===== src/rtl/array_sweep_writer.sv =====
// rtl/array_sweep_writer.sv - indexed array sweep writer with one-shot/continuous modes
module array_sweep_writer #(
    parameter int WIDTH    = 1,
    parameter int NUM_ELEM = 8,
    parameter int IDX_W    = $clog2(NUM_ELEM)
) (
    input  logic                      i_clk,
    input  logic                      i_arst,
    input  logic                      i_en,
    input  logic                      i_mode,
    input  logic                      i_start,
    input  logic                      i_abort,
    input  logic                      i_load,
    input  logic [WIDTH-1:0]          i_d,
    output logic [NUM_ELEM*WIDTH-1:0] o_a,
    output logic [IDX_W-1:0]          o_idx,
    output logic                      o_busy,
    output logic                      o_done,
    output logic                      o_wrap
);

    typedef enum logic {
        ST_IDLE  = 1'b0,
        ST_SWEEP = 1'b1
    } state_t;

    // Last valid index; the wrap is an explicit compare so odd depths work.
    localparam logic [IDX_W-1:0] LAST_IDX = IDX_W'(NUM_ELEM - 1);

    state_t           state;
    state_t           state_nxt;
    logic             mode_q;
    logic             mode_nxt;
    logic [IDX_W-1:0] idx_nxt;
    logic             done_nxt;
    logic             wrap_nxt;
    logic             wr_en;
    logic [WIDTH-1:0] hold;

    // Next-state, index advance and write strobe for the sweep sequencer
    always_comb begin
        state_nxt = state;
        mode_nxt  = mode_q;
        idx_nxt   = o_idx;
        done_nxt  = 1'b0;
        wrap_nxt  = 1'b0;
        wr_en     = 1'b0;
        case (state)
            ST_IDLE: begin
                if (i_start && !i_abort) begin
                    state_nxt = ST_SWEEP;
                    idx_nxt   = '0;
                    mode_nxt  = i_mode;
                end
            end
            ST_SWEEP: begin
                if (i_abort) begin
                    // Abort wins over enable; array keeps what was written so far.
                    state_nxt = ST_IDLE;
                    idx_nxt   = '0;
                end else if (i_en) begin
                    wr_en = 1'b1;
                    if (o_idx == LAST_IDX) begin
                        idx_nxt = '0;
                        if (mode_q) begin
                            wrap_nxt = 1'b1;
                        end else begin
                            state_nxt = ST_IDLE;
                            done_nxt  = 1'b1;
                        end
                    end else begin
                        idx_nxt = o_idx + 1'b1;
                    end
                end
            end
            default: begin
                state_nxt = ST_IDLE;
                idx_nxt   = '0;
            end
        endcase
    end

    // Sequencer state, latched mode, index and event pulses
    always_ff @(posedge i_clk or negedge i_arst) begin
        if (!i_arst) begin
            state  <= ST_IDLE;
            mode_q <= 1'b0;
            o_idx  <= '0;
            o_done <= 1'b0;
            o_wrap <= 1'b0;
        end else begin
            state  <= state_nxt;
            mode_q <= mode_nxt;
            o_idx  <= idx_nxt;
            o_done <= done_nxt;
            o_wrap <= wrap_nxt;
        end
    end

    // Hold register; a write on the same edge still sees the previous value
    always_ff @(posedge i_clk or negedge i_arst) begin
        if (!i_arst) begin
            hold <= '0;
        end else if (i_load) begin
            hold <= i_d;
        end
    end

    // Scatter the hold word into the element selected by the index
    always_ff @(posedge i_clk or negedge i_arst) begin
        if (!i_arst) begin
            o_a <= '0;
        end else if (wr_en) begin
            for (int k = 0; k < NUM_ELEM; k++) begin
                if (o_idx == IDX_W'(k)) begin
                    o_a[k*WIDTH +: WIDTH] <= hold;
                end
            end
        end
    end

    assign o_busy = (state == ST_SWEEP);

endmodule


===== config.mk =====
export PLATFORM = sky130hd
export DESIGN_NAME = array_sweep_writer
export DESIGN_NICKNAME = d
export VERILOG_FILES = /design/src/rtl/array_sweep_writer.sv
export SDC_FILE = /design/constraint.sdc
export NUM_CORES = 1
export LEC_CHECK = 0
export ABC_CLOCK_PERIOD_IN_PS = 2650
export CAP_MARGIN = 20
export CORE_MARGIN = 1.5
export CORE_UTILIZATION = 49
export CTS_BUF_LIST = sky130_fd_sc_hd__clkbuf_8 sky130_fd_sc_hd__clkbuf_16
export CTS_CLUSTER_SIZE = 10
export DETAILED_ROUTE_END_ITERATION = 8
export GPL_ROUTABILITY_DRIVEN = 1
export PLACE_DENSITY = 0.81
export SLEW_MARGIN = 20
export SYNTH_ARGS = -nofsm -noshare
export SYNTH_HDL_FRONTEND = slang
export SYNTH_SLANG_ARGS = --single-unit
export TNS_END_PERCENT = 10

===== constraint.sdc =====
create_clock -name i_clk -period 2.65 [get_ports i_clk]
set_input_delay 0.3975 -clock i_clk [delete_from_list [all_inputs] [get_ports i_clk]]
set_output_delay 0.3975 -clock i_clk [all_outputs]
set_load 0.01 [all_outputs]

# Yosys cells after proc, flatten, opt, wreduce, memory -nomap -nowiden
# Index checks and enable logic that the tools add are counted.
[word_totals]
register_bits = 16
out_inout_bits = 14
word_cells = 61
[op_classes]
add_sub_neg = 1
n_eq_ne = 9
muxes = 23
bitwise_logic = 1
reduce_logical = 13
[ops]
columns = ["operator", "n"]
rows = [
  ["AND reduction 2 bit", 10],
  ["two-way mux 1 bit", 17],
  ["== test 3 bit (second input constant)", 4],
  ["two-way mux 3 bit", 4],
  ["== test 3 x 2 -> 1 bit (second input constant)", 2],
  ["case mux 3 bit (2 select lines)", 1],
  ["adder 3 x 1 -> 3 bit (second input constant)", 1],
  ["== test 3 x 1 -> 1 bit (second input constant)", 1],
  ["zero test 3 bit", 1],
  ["inequality test 3 bit (second input constant)", 1],
  ["inequality test 2 bit (second input constant)", 1],
  ["case mux 1 bit (2 select lines)", 1],
  ["logical AND 1 bit", 1],
  ["zero test 1 bit", 1],
  ["NOT 1 bit", 1],
]

# Depth between registers and ports, before layout
[logic_depth]
ltp_word = 5
ltp_mapped = 5
ltp_nobuf = 5

# Worst setup path after synthesis
# No wires, ideal clock.
[synth_timing]
path_type = "register to register"
from = "register o_idx[0]"
to = "register o_idx[0]"
setup_time_ns = 0.066
t_arrival_ns = 1.428
t_required_ns = 2.584
path_slack_ns = 1.156
path_stages_with_launch = 6
cell_sequence = "dfrtp_1 ha_1 ha_1 or3b_1 o21ai_0 a22o_1"
[synth_between]
elab_chain_cells = 5
[synth_rtl]
columns = ["item", "line", "rtl"]
rows = [
  ["start: declaration", "16", "output logic [IDX_W-1:0] o_idx,"],
  ["start signal: assignment", "94", "o_idx <= idx_nxt;"],
  ["adder 3 x 1 -> 3 bit or == test 3 bit (tied branches)", "72, 63", ""],
  ["two-way mux 3 bit (*)", "63", "if (o_idx == LAST_IDX) begin"],
  ["two-way mux 3 bit (*)", "61", "end else if (i_en) begin"],
  ["two-way mux 3 bit (*)", "57", "if (i_abort) begin"],
  ["case mux 3 bit (2 select lines) (*)", "48", "case (state)"],
]
# Every way passes the cells marked *; elsewhere a longest branch is shown, timed or not. The select of a mux whose other input is x is not followed.
# A chain may end at the register's enable or synchronous reset.

# Final worst setup path
[layout_timing]
from = "register o_idx[2]"
to = "output port o_idx[2]"
# No word-level cell between the ends.

==> flow_metrics.tcl <==
set metrics [dict create \
    place_ws_ps 765 \
    ys.warnings.count 0 \
    synth_top_area_share_pct 50.6 \
    start_util_pct 52.5 \
    synth_top_area_cell "dfrtp_1" \
    synthCells 65 \
    vias 573 \
    r2r-start "o_idx[0]$_DFFE_PN0P_" \
    max_cap_viol_count 0 \
    crit_cells 1 \
    htreeDepth 1 \
    die_h_um 43.2 \
    antenna_found_initial 0 \
    multiInputGateArea_sq_um 368 \
    cp_cell_sequence "clkdlybuf4s50_1" \
    rsz0062_at_grt "false" \
    min_period_over_period_pct 67.8 \
    crit_fanout 10 \
    die_w_um 43.2 \
    start_kind "register" \
    fmax_ghz 0.556 \
    outcome "finished, final reports clean" \
    yosysMostFrequentCell "dfrtp_1" \
    postSynthAreaPerCell_sq_um 12.2 \
    required_ps 2250 \
    num-nets-final 105 \
    nFillCells 117 \
    yosys-top-cells-count "16 x dfrtp_1, 8 x mux2_1, 7 x ha_1, 5 x nand2_1, 4 x inv_1" \
    setup_violations 0 \
    drt-initial-drc-count 8 \
    drive_above_1_share_pct 5.68 \
    yosys.area_share.adder_pct 11.1 \
    worst_r2r_path_depth 5 \
    ys_seq_elements 16 \
    synth-async-reset-ratio_pct 100 \
    yosysSeqAreaShare_pct 50.6 \
    placementRows 14 \
    io_buffers 21 \
    critPathCapture "o_idx[2]" \
    syn_nets 80 \
    cts_setup_buffers 0 \
    slowest_delay_ps 620 \
    rr_endpoint "o_idx[0]$_DFFE_PN0P_" \
    r2r_slack_ps 1080 \
    p_leak_uw 0.000499 \
    synth_compound_area_share_pct 6.49 \
    grt_pass1_wl_mm 2.62 \
    cts_hold_buf 0 \
    path_delay_family "buffers and inverters" \
    clkSinkCount 16 \
    critPathSlowestCell "clkdlybuf4s50_1" \
    area_growth_pct 33.4 \
    hold_class "register to register" \
    ant_nets 0 \
    grt_pass1_vias 595 \
    synth_area_leaders "dfrtp_1 51%, mux2_1 11%, ha_1 11%" \
    fin_ws_ps 852 \
    max_slew_margin_pct 53.3 \
    track_usage_pct 19.1 \
    root_buffer "clkbuf_8" \
    coreArea_sq_um 1510 \
    netlist_area_sq_um 791 \
    skew_ps 2.74 \
    io_pins 22 \
    synth_top_family_by_area "simple AND/OR/NAND/NOR gates" \
    worst_pin_slew_ps 699 \
    wirelength_mm 1.50 \
    synth_cell_types 20 \
    cp_num_buf_inv 1 \
    hpwl_mm 1.06 \
    cts_buffers 3 \
    drt-vias-per-instance 5.51 \
    drc 0 \
    cts_tree "built" \
    cp-end-kind "output pin" \
    critPathLaunch "o_idx[2]$_DFFE_PN0P_" \
    path_class "register to output pin" \
    grt_max_degree 17 \
    seq_area_sq_um 400 \
    synth_mux_area_share_pct 14.2 \
    p_per_area_nw_per_um2 541 \
    grt-ovfl-total 0 \
    worst_ep_arrival_time_ps 1400 \
    die_area_sq_um 1860 \
    final_hold_viol_count 0 \
    first_pass_iters 3 \
    synthSimpleGateAreaFrac_pct 14.7 \
    post_cts_resized 0 \
    synthXorXnorAreaFrac_pct 0 \
    clk_latency_ps 240 \
    fin_tns_setup_ps 0 \
    min_period_ps 1800 \
    diodes 0 \
    cts.path.max_buffers 2 \
    synth_edf_count 0 \
    clkTransAtPathRegs_ps 60 \
    place_congestion 0.716 \
    slew_violations 0 \
    synth_ff_type "dfrtp_1" \
    wl_per_cell_um 14.4 \
    irDropWorstVdd_uv 407 \
]
-- worst min-delay path by stage --
stage,startpoint,end,slack [ps],depth (start not counted)
2_1_floorplan,i_arst,hold$_DFFE_PN0P_,100,0
3_3_place_gp,o_a[0]$_DFFE_PN0P_,o_a[0]$_DFFE_PN0P_,470,1
3_5_place_dp,o_a[7]$_DFFE_PN0P_,o_a[7]$_DFFE_PN0P_,480,1
4_1_cts,o_a[7]$_DFFE_PN0P_,o_a[7]$_DFFE_PN0P_,490,1
5_1_grt,o_a[7]$_DFFE_PN0P_,o_a[7]$_DFFE_PN0P_,510,1
6_report,o_a[3]$_DFFE_PN0P_,o_a[3]$_DFFE_PN0P_,490,1
-- placed cells by master, fill, tap and decap left out, types with 2 or more instances in the layout --
cell / n
clkdlybuf4s50_1: 21
dfrtp_1: 16
mux2_1: 8
ha_1: 7
nand2_1: 5
inv_1: 4
o21ai_0: 3
nand3_1: 3
a22o_1: 3
clkbuf_8: 3
nor2_1: 2
and3b_1: 2
a21oi_1: 2
mux2_2: 2
-- logic make-up (layout without fill, tap and decap cells) --
logic type      Yosys count  count (layout)
buf+inv                   5              28
compound gates            8               8
fa+ha+maj                 7               7
simple gates             19              19
flops                    16              16
mux                      10              10
-- where the power goes --
part           internal [uW]  leakage [uW]  switching, uW
registers                268      0.000213           21.3
clock network            100     0.0000216           73.1
logic                   65.3      0.000265           42.7
total                    434      0.000499            137
-- per-layer routing --
metal / GRT usage, % / wire, um
met3: 4.68 / 84
met2: 32.8 / 776
met1: 21.9 / 622
met5: 0 / 0
met4: 9.09 / 13
-- flip-flops by register name (all words and copies together) (netlist names) --
register and count:
o_busy 1, o_idx 3, o_wrap 1, hold 1, o_a 8, o_done 1, mode_q 1
-- final cells by class --
| type | instances | area share (%) |
|---|---|---|
| Clock buffer | 3 | 3.91 |
| Tap cell | 16 | 1.90 |
| Inverter | 4 | 1.42 |
| Sequential cell | 16 | 38.0 |
| Timing Repair Buffer | 21 | 19.9 |
| Multi-Input combinational cell | 44 | 34.9 |
-- through the flow --
step / total power (uW) / util [%] / cell area, sq um / hold WS (ps) / instances
global route: 599 / 70.0 / 1050 / 512 / 104
finish: 571 / 70.0 / 1050 / 489 / 104
CTS: 578 / 70.0 / 1050 / 494 / 104
floorplan: 335 / - / 791 / 102 / 65
detailed placement: 402 / 67.3 / 1010 / 481 / 101
global placement: 398 / 67.3 / 1010 / 473 / 101
Power figures use the tool's default switching activity.
==> variant 1 (same settings) <==
Change the parameter `NUM_ELEM` from 8 to 16.
--- a/src/rtl/array_sweep_writer.sv
+++ b/src/rtl/array_sweep_writer.sv
@@ -3,3 +3,3 @@
     parameter int WIDTH    = 1,
-    parameter int NUM_ELEM = 8,
+    parameter int NUM_ELEM = 16,
     parameter int IDX_W    = $clog2(NUM_ELEM)
Ports: changed (resized o_a and o_idx); port bits go from 22 to 31. The function was not compared with the original's and may differ.
==> variant 1 against the original RTL <==
Setup slack got worse by 0.15 ns; global-route usage increased by 0.30 points; largest power group unchanged; synthesized area increased by 53%; core utilization decreased by 1.7 points; power increased by 32%; register-to-register slack got worse by 0.19 ns; sequential cell count increased by 9; sequential power increased by 47%; first-iteration DRC count increased to 3.1 times the old value; critical endpoint is now o_a[15]$_DFFE_PN0P_; clock skew increased by 0.0038 ns; routed wire length increased by 62%; design area increased by 47%; largest cell class unchanged.
==> variant 1: results (changes against the original RTL) <==
outcome = complete, no violations
met2 usage = 0.304 (-0.0242)
met1 WL = 1080 µm (+73%)
layout cells sized above 1 = 0.150 (+0.0928)
max_slew headroom = 0.654 (+0.121)
Total GRT Usage = 0.194 (+0.00301)
number of synthesized flops with an enable pin = 0 (unchanged)
top cells by area, synth = dfrtp_1 (52%), mux2_2 (12%), nand4b_1 (7.9%), mux2_1 (4.6%), nand3_1 (4.5%)
first-pass GRT wire length = 3900 µm (+49%)
Post-Synth XOR/XNOR Area = 0 (unchanged)
fin nets = 140 (+33%)
clock transition at the registers of the reported paths = 0.09 ns (+0.03 ns)
register-to-register setup slack = 0.89 ns (-0.19 ns)
clk buf depth = 2 (unchanged)
peak supply drop = 0.000309 V (-24%)
1st-iter DRT viols = 25 (+17)
met2 wire length = 1170 µm (+51%)
worst-skew pair later-pin latency = 0.26 ns (+0.02 ns)
dpl cell area = 1510 µm² (+49%)
syn nets = 110 (+38%)
met3 WL = 114 µm (+36%)
Pre-antenna DRT Iters = 4 (+1)
vias per cell = 5.72 (+3.9%)
vias in the first global route = 813 (+37%)
r2r endpoint = o_a[15]$_DFFE_PN0P_
met1 Use GR = 0.268 (+0.0490)
Cell variety after synth = 24 (+20%)
PortBufs = 30 (+43%)
complex-gate fraction of the synthesized area = 0.0216 (-0.0432)
crit path from = i_abort
Int Power = 0.000567 W (+31%)
routed len/inst = 15.6 µm (+8.4%)
Hold Path Class = primary input to async pin
gpl congestion = 0.799 (+12%)
Critical R2R Launch = o_busy$_DFF_PN0_
Setup Skew = 0.00654 ns (+0.00380 ns)
largest net degree at the start of global routing = 26 (+9)
register area share after synthesis = 0.515 (+0.00913)
biggest regs = o_a x16, o_idx x4
fillcell total = 176 (+50%)
DP Wirelength = 1750 µm (+64%)
CTS Root Cell = clkbuf_8
R2R cell count = 3 (-2)
LEAKAGE = 0.675 nW (+35%)
met3 Track Usage GR = 0.0286 (-0.0182)
worst endpoint data arrival time = 2.10 ns (+0.70 ns)
top cells by count, synth = dfrtp_1 (25), mux2_2 (13), nand3_1 (11), nand4b_1 (11), mux2_1 (5)
worst-path fanout max = 16 (+6)
Adder-Cell Fraction of Synth Area = 0.0412 (-0.0695)
critical path type = primary input to flip-flop
post-synthesis mux area share = 0.167 (+0.0246)
## variant 1: cell types whose count changed in the layout (fill, tap and decap cells not counted), sizes merged, moves of 2 or more
| cell | change |
|---|---|
| a21oi | -2 |
| inv | -2 |
| nand3 | +8 |
| nand2 | -3 |
| ha | -3 |
| nor2b | +3 |
| clkdlybuf4s50 | +9 |
| a22o | -3 |
| dfrtp | +9 |
| mux2 | +8 |
| nand4b | +10 |
| nand4 | +4 |
## variant 1: power by group through the flow
stage | combinational [W] | sequential [W] | clock, W
CTS | 0.000109 | 0.000426 | 0.000225
detailed placement | 0.000108 | 0.000434 | 0
global placement | 0.000103 | 0.000430 | 0
global route | 0.000116 | 0.000429 | 0.000243
floorplan | 0.0000449 | 0.000432 | 0
finish | 0.000108 | 0.000426 | 0.000218
## variant 1: layout make-up
| type | instances | share of cell area |
|---|---|---|
| inverters | 2 | 0.00483 |
| clock inverters | 1 | 0.00322 |
| flip-flops and latches | 25 | 0.402 |
| repair buffers | 31 | 0.198 |
| well taps | 28 | 0.0225 |
| clock buffers | 3 | 0.0265 |
| multi-input cells | 65 | 0.343 |
## variant 1: worst max-delay path, stage by stage
cell             delay [ns]
clkdlybuf4s50_1        0.50
and3b_1                0.58
nor2b_1                0.27
mux2_2                 0.35
## variant 1: through the flow
step           setup WS, ns  std cells  utilization  power, W  hold slack (ns)
6_report              0.702        155        0.683  0.000751            0.484
5_1_grt               0.572        155        0.683  0.000788            0.512
4_1_cts               0.711        155        0.683  0.000760            0.492
3_5_place_dp          0.430        151        0.663  0.000542            0.483
3_3_place_gp          0.526        151        0.663  0.000534            0.460
2_1_floorplan          1.16         98            -  0.000476            0.102
==> variant 2 (same settings) <==
Without the edit above. Put one more register stage on the output `o_a`, with the module's reset. The value now appears one clock later. The other outputs are not delayed to match.
--- a/src/rtl/array_sweep_writer.sv
+++ b/src/rtl/array_sweep_writer.sv
@@ -28,2 +28,4 @@
     localparam logic [IDX_W-1:0] LAST_IDX = IDX_W'(NUM_ELEM - 1);
+
+    logic [NUM_ELEM*WIDTH-1:0] o_a_s0;
 
@@ -111,3 +113,3 @@
         if (!i_arst) begin
-            o_a <= '0;
+            o_a_s0 <= '0;
         end else if (wr_en) begin
@@ -115,3 +117,3 @@
                 if (o_idx == IDX_W'(k)) begin
-                    o_a[k*WIDTH +: WIDTH] <= hold;
+                    o_a_s0[k*WIDTH +: WIDTH] <= hold;
                 end
@@ -123,2 +125,10 @@
 
+    always_ff @(posedge i_clk or negedge i_arst) begin
+        if (!i_arst) begin
+            o_a <= '0;
+        end else begin
+            o_a <= o_a_s0;
+        end
+    end
+
 endmodule
Formal check against the unedited RTL: not equivalent (Yosys sat finds a counterexample within 4 cycles, from zero or initial values and one cycle with i_arst low).
==> variant 2 against the original RTL <==
Power increased by 30%; count of clock-buffer cells in the layout unchanged; routed wire length increased by 7.3%; combinational power increased by 5%; core utilization decreased by 4.3 points; design area increased by 21%; synthesized area increased by 25%; sequential cell count increased by 8; worst hold slack got worse by 0.11 ns; cell count increased by 19%; setup slack improved by 0.018 ns.
==> variant 2: results (changes against the original RTL) <==
outcome = complete, no violations
largest net degree at the start of global routing = 25 (+8)
Hold Path Class = flip-flop to flip-flop
CTS Root Cell = clkbuf_8
top cells by count, synth = dfrtp_1 (24), ha_1 (7), mux2_1 (5), mux2_2 (5), nand2_1 (5)
biggest regs = o_a x8, o_a_s0 x8, o_idx x3
worst-path fanout max = 10 (unchanged)
vias in the first global route = 586 (-1.5%)
post-CTS setup buffer count = 0 (unchanged)
clock transition at the registers of the reported paths = 0.07 ns
Total GRT Usage = 0.163 (-0.0287)
1st-iter DRT viols = 4 (-4)
crit path from = o_idx[2]$_DFFE_PN0P_
synth warn = 0 (unchanged)
HP Start = o_a_s0[0]$_DFFE_PN0P_
register-to-register setup slack = 1.02 ns (-0.06 ns)
hold depth = 0 (-1)
gpl congestion = 0.870 (+22%)
vias per cell = 5.23 (-5.2%)
Pre-antenna DRT Iters = 4 (+1)
DP Worst Slack = 0.758 ns (-0.00718 ns)
top cells by area, synth = dfrtp_1 (61%), ha_1 (8.8%), mux2_1 (5.7%), mux2_2 (5.7%), a22o_1 (2.7%)
dpl cell area = 1230 µm² (+22%)
slowest stage delay, CP = 0.60 ns (-0.02 ns)
register area share after synthesis = 0.606 (+0.0997)
DP Wirelength = 1190 µm (+12%)
ys async rst share = 1.00 (unchanged)
fin nets = 114 (+8.6%)
PortBufs = 21 (unchanged)
peak supply drop = 0.000375 V (-7.9%)
worst-skew pair later-pin latency = 0.26 ns (+0.02 ns)
CTS H-Tree Depth = 1 (unchanged)
Hold Path End = o_a[0]$_DFF_PN0_
LEAKAGE = 0.608 nW (+22%)
layout cells sized above 1 = 0.103 (+0.0463)
routed len/inst = 13.0 µm (-10%)
Post-Route WL = 1610 µm (+7.3%)
first-pass GRT wire length = 2500 µm (-4.5%)
Cell variety after synth = 20 (unchanged)
worst endpoint data arrival time = 1.38 ns (-0.02 ns)
switching power of the nets = 0.000168 W (+22%)
DP Cell Count = 121 (+20%)
total CTS buffers = 3 (unchanged)
syn avg cell area = 13.6 µm² (+12%)
Worst path slowest cell = clkdlybuf4s50_1
fillcell total = 155 (+32%)
syn nets = 88 (+10%)
actual slew at the worst max-slew pin = 0.312 ns (-0.387 ns)
Setup Skew = 0.00227 ns (-0.000472 ns)
antenna cell count = 0 (unchanged)
initial antenna violation count = 0 (unchanged)
==> variant 2: cell types whose count changed in the layout (fill, tap and decap cells not counted), sizes merged <==
cell,before,now
dfrtp,16,24
buf,0,1
==> variant 2: logic make-up (layout without fill, tap and decap cells) <==
logic type / after synthesis / in the layout / synth area share
compound gates: 8 / 8 / 0.0518
flops: 24 / 24 / 0.606
buf+inv: 5 / 29 / 0.0227
fa+ha+maj: 7 / 7 / 0.0884
simple gates: 19 / 19 / 0.117
mux: 10 / 10 / 0.114
==> variant 2: worst max-delay path by stage <==
stage | to | slack, ns | cells after the start
after floorplan | o_idx[0]$_DFFE_PN0P_ | 1.16 | 5
after global placement | o_a_s0[5]$_DFFE_PN0P_ | 0.82 | 4
after detailed placement | o_a_s0[5]$_DFFE_PN0P_ | 0.76 | 4
after CTS | o_idx[2] | 0.86 | 1
after global routing | o_idx[2] | 0.79 | 1
final | o_idx[2] | 0.87 | 1
==> variant 2: worst register-to-register path: stages (launching register included) <==
cell and delay (ns):
dfrtp_1 0.45, ha_1 0.27, ha_1 0.22, or3b_1 0.39, o21ai_0 0.09, a22o_1 0.15
==> variant 2: final cells by class <==
type	count	area share
Tap cell	27	0.0265
Timing Repair Buffer	22	0.171
Sequential cell	24	0.471
Clock buffer	3	0.0324
Multi-Input combinational cell	44	0.288
Inverter	4	0.0118
==> variant 2: metrics by stage <==
step	hold slack, ns	utilization
4_1_cts	0.379	0.657
5_1_grt	0.389	0.657
6_report	0.376	0.657
3_5_place_dp	0.363	0.636
2_1_floorplan	0.102	-
3_3_place_gp	0.356	0.636
==> variant 2: metal layers <==
layer / vias to the layer above / global-route usage / routed length, µm
li1: 301 / - / -
met5: - / 0 / 0
met3: 5 / 0.0491 / 44
met2: 14 / 0.245 / 836
met1: 328 / 0.212 / 687
met4: 0 / 0.0811 / 37
==> variant 2: power groups by stage <==
| stage | registers [W] | logic [W] | clock network, W |
|---|---|---|---|
| final | 0.000428 | 0.000113 | 0.000200 |
| after global routing | 0.000435 | 0.000123 | 0.000221 |
| after CTS | 0.000429 | 0.000115 | 0.000205 |
| after detailed placement | 0.000436 | 0.000114 | 0 |
| after global placement | 0.000434 | 0.000111 | 0 |
| after floorplan | 0.000440 | 0.0000391 | 0 |
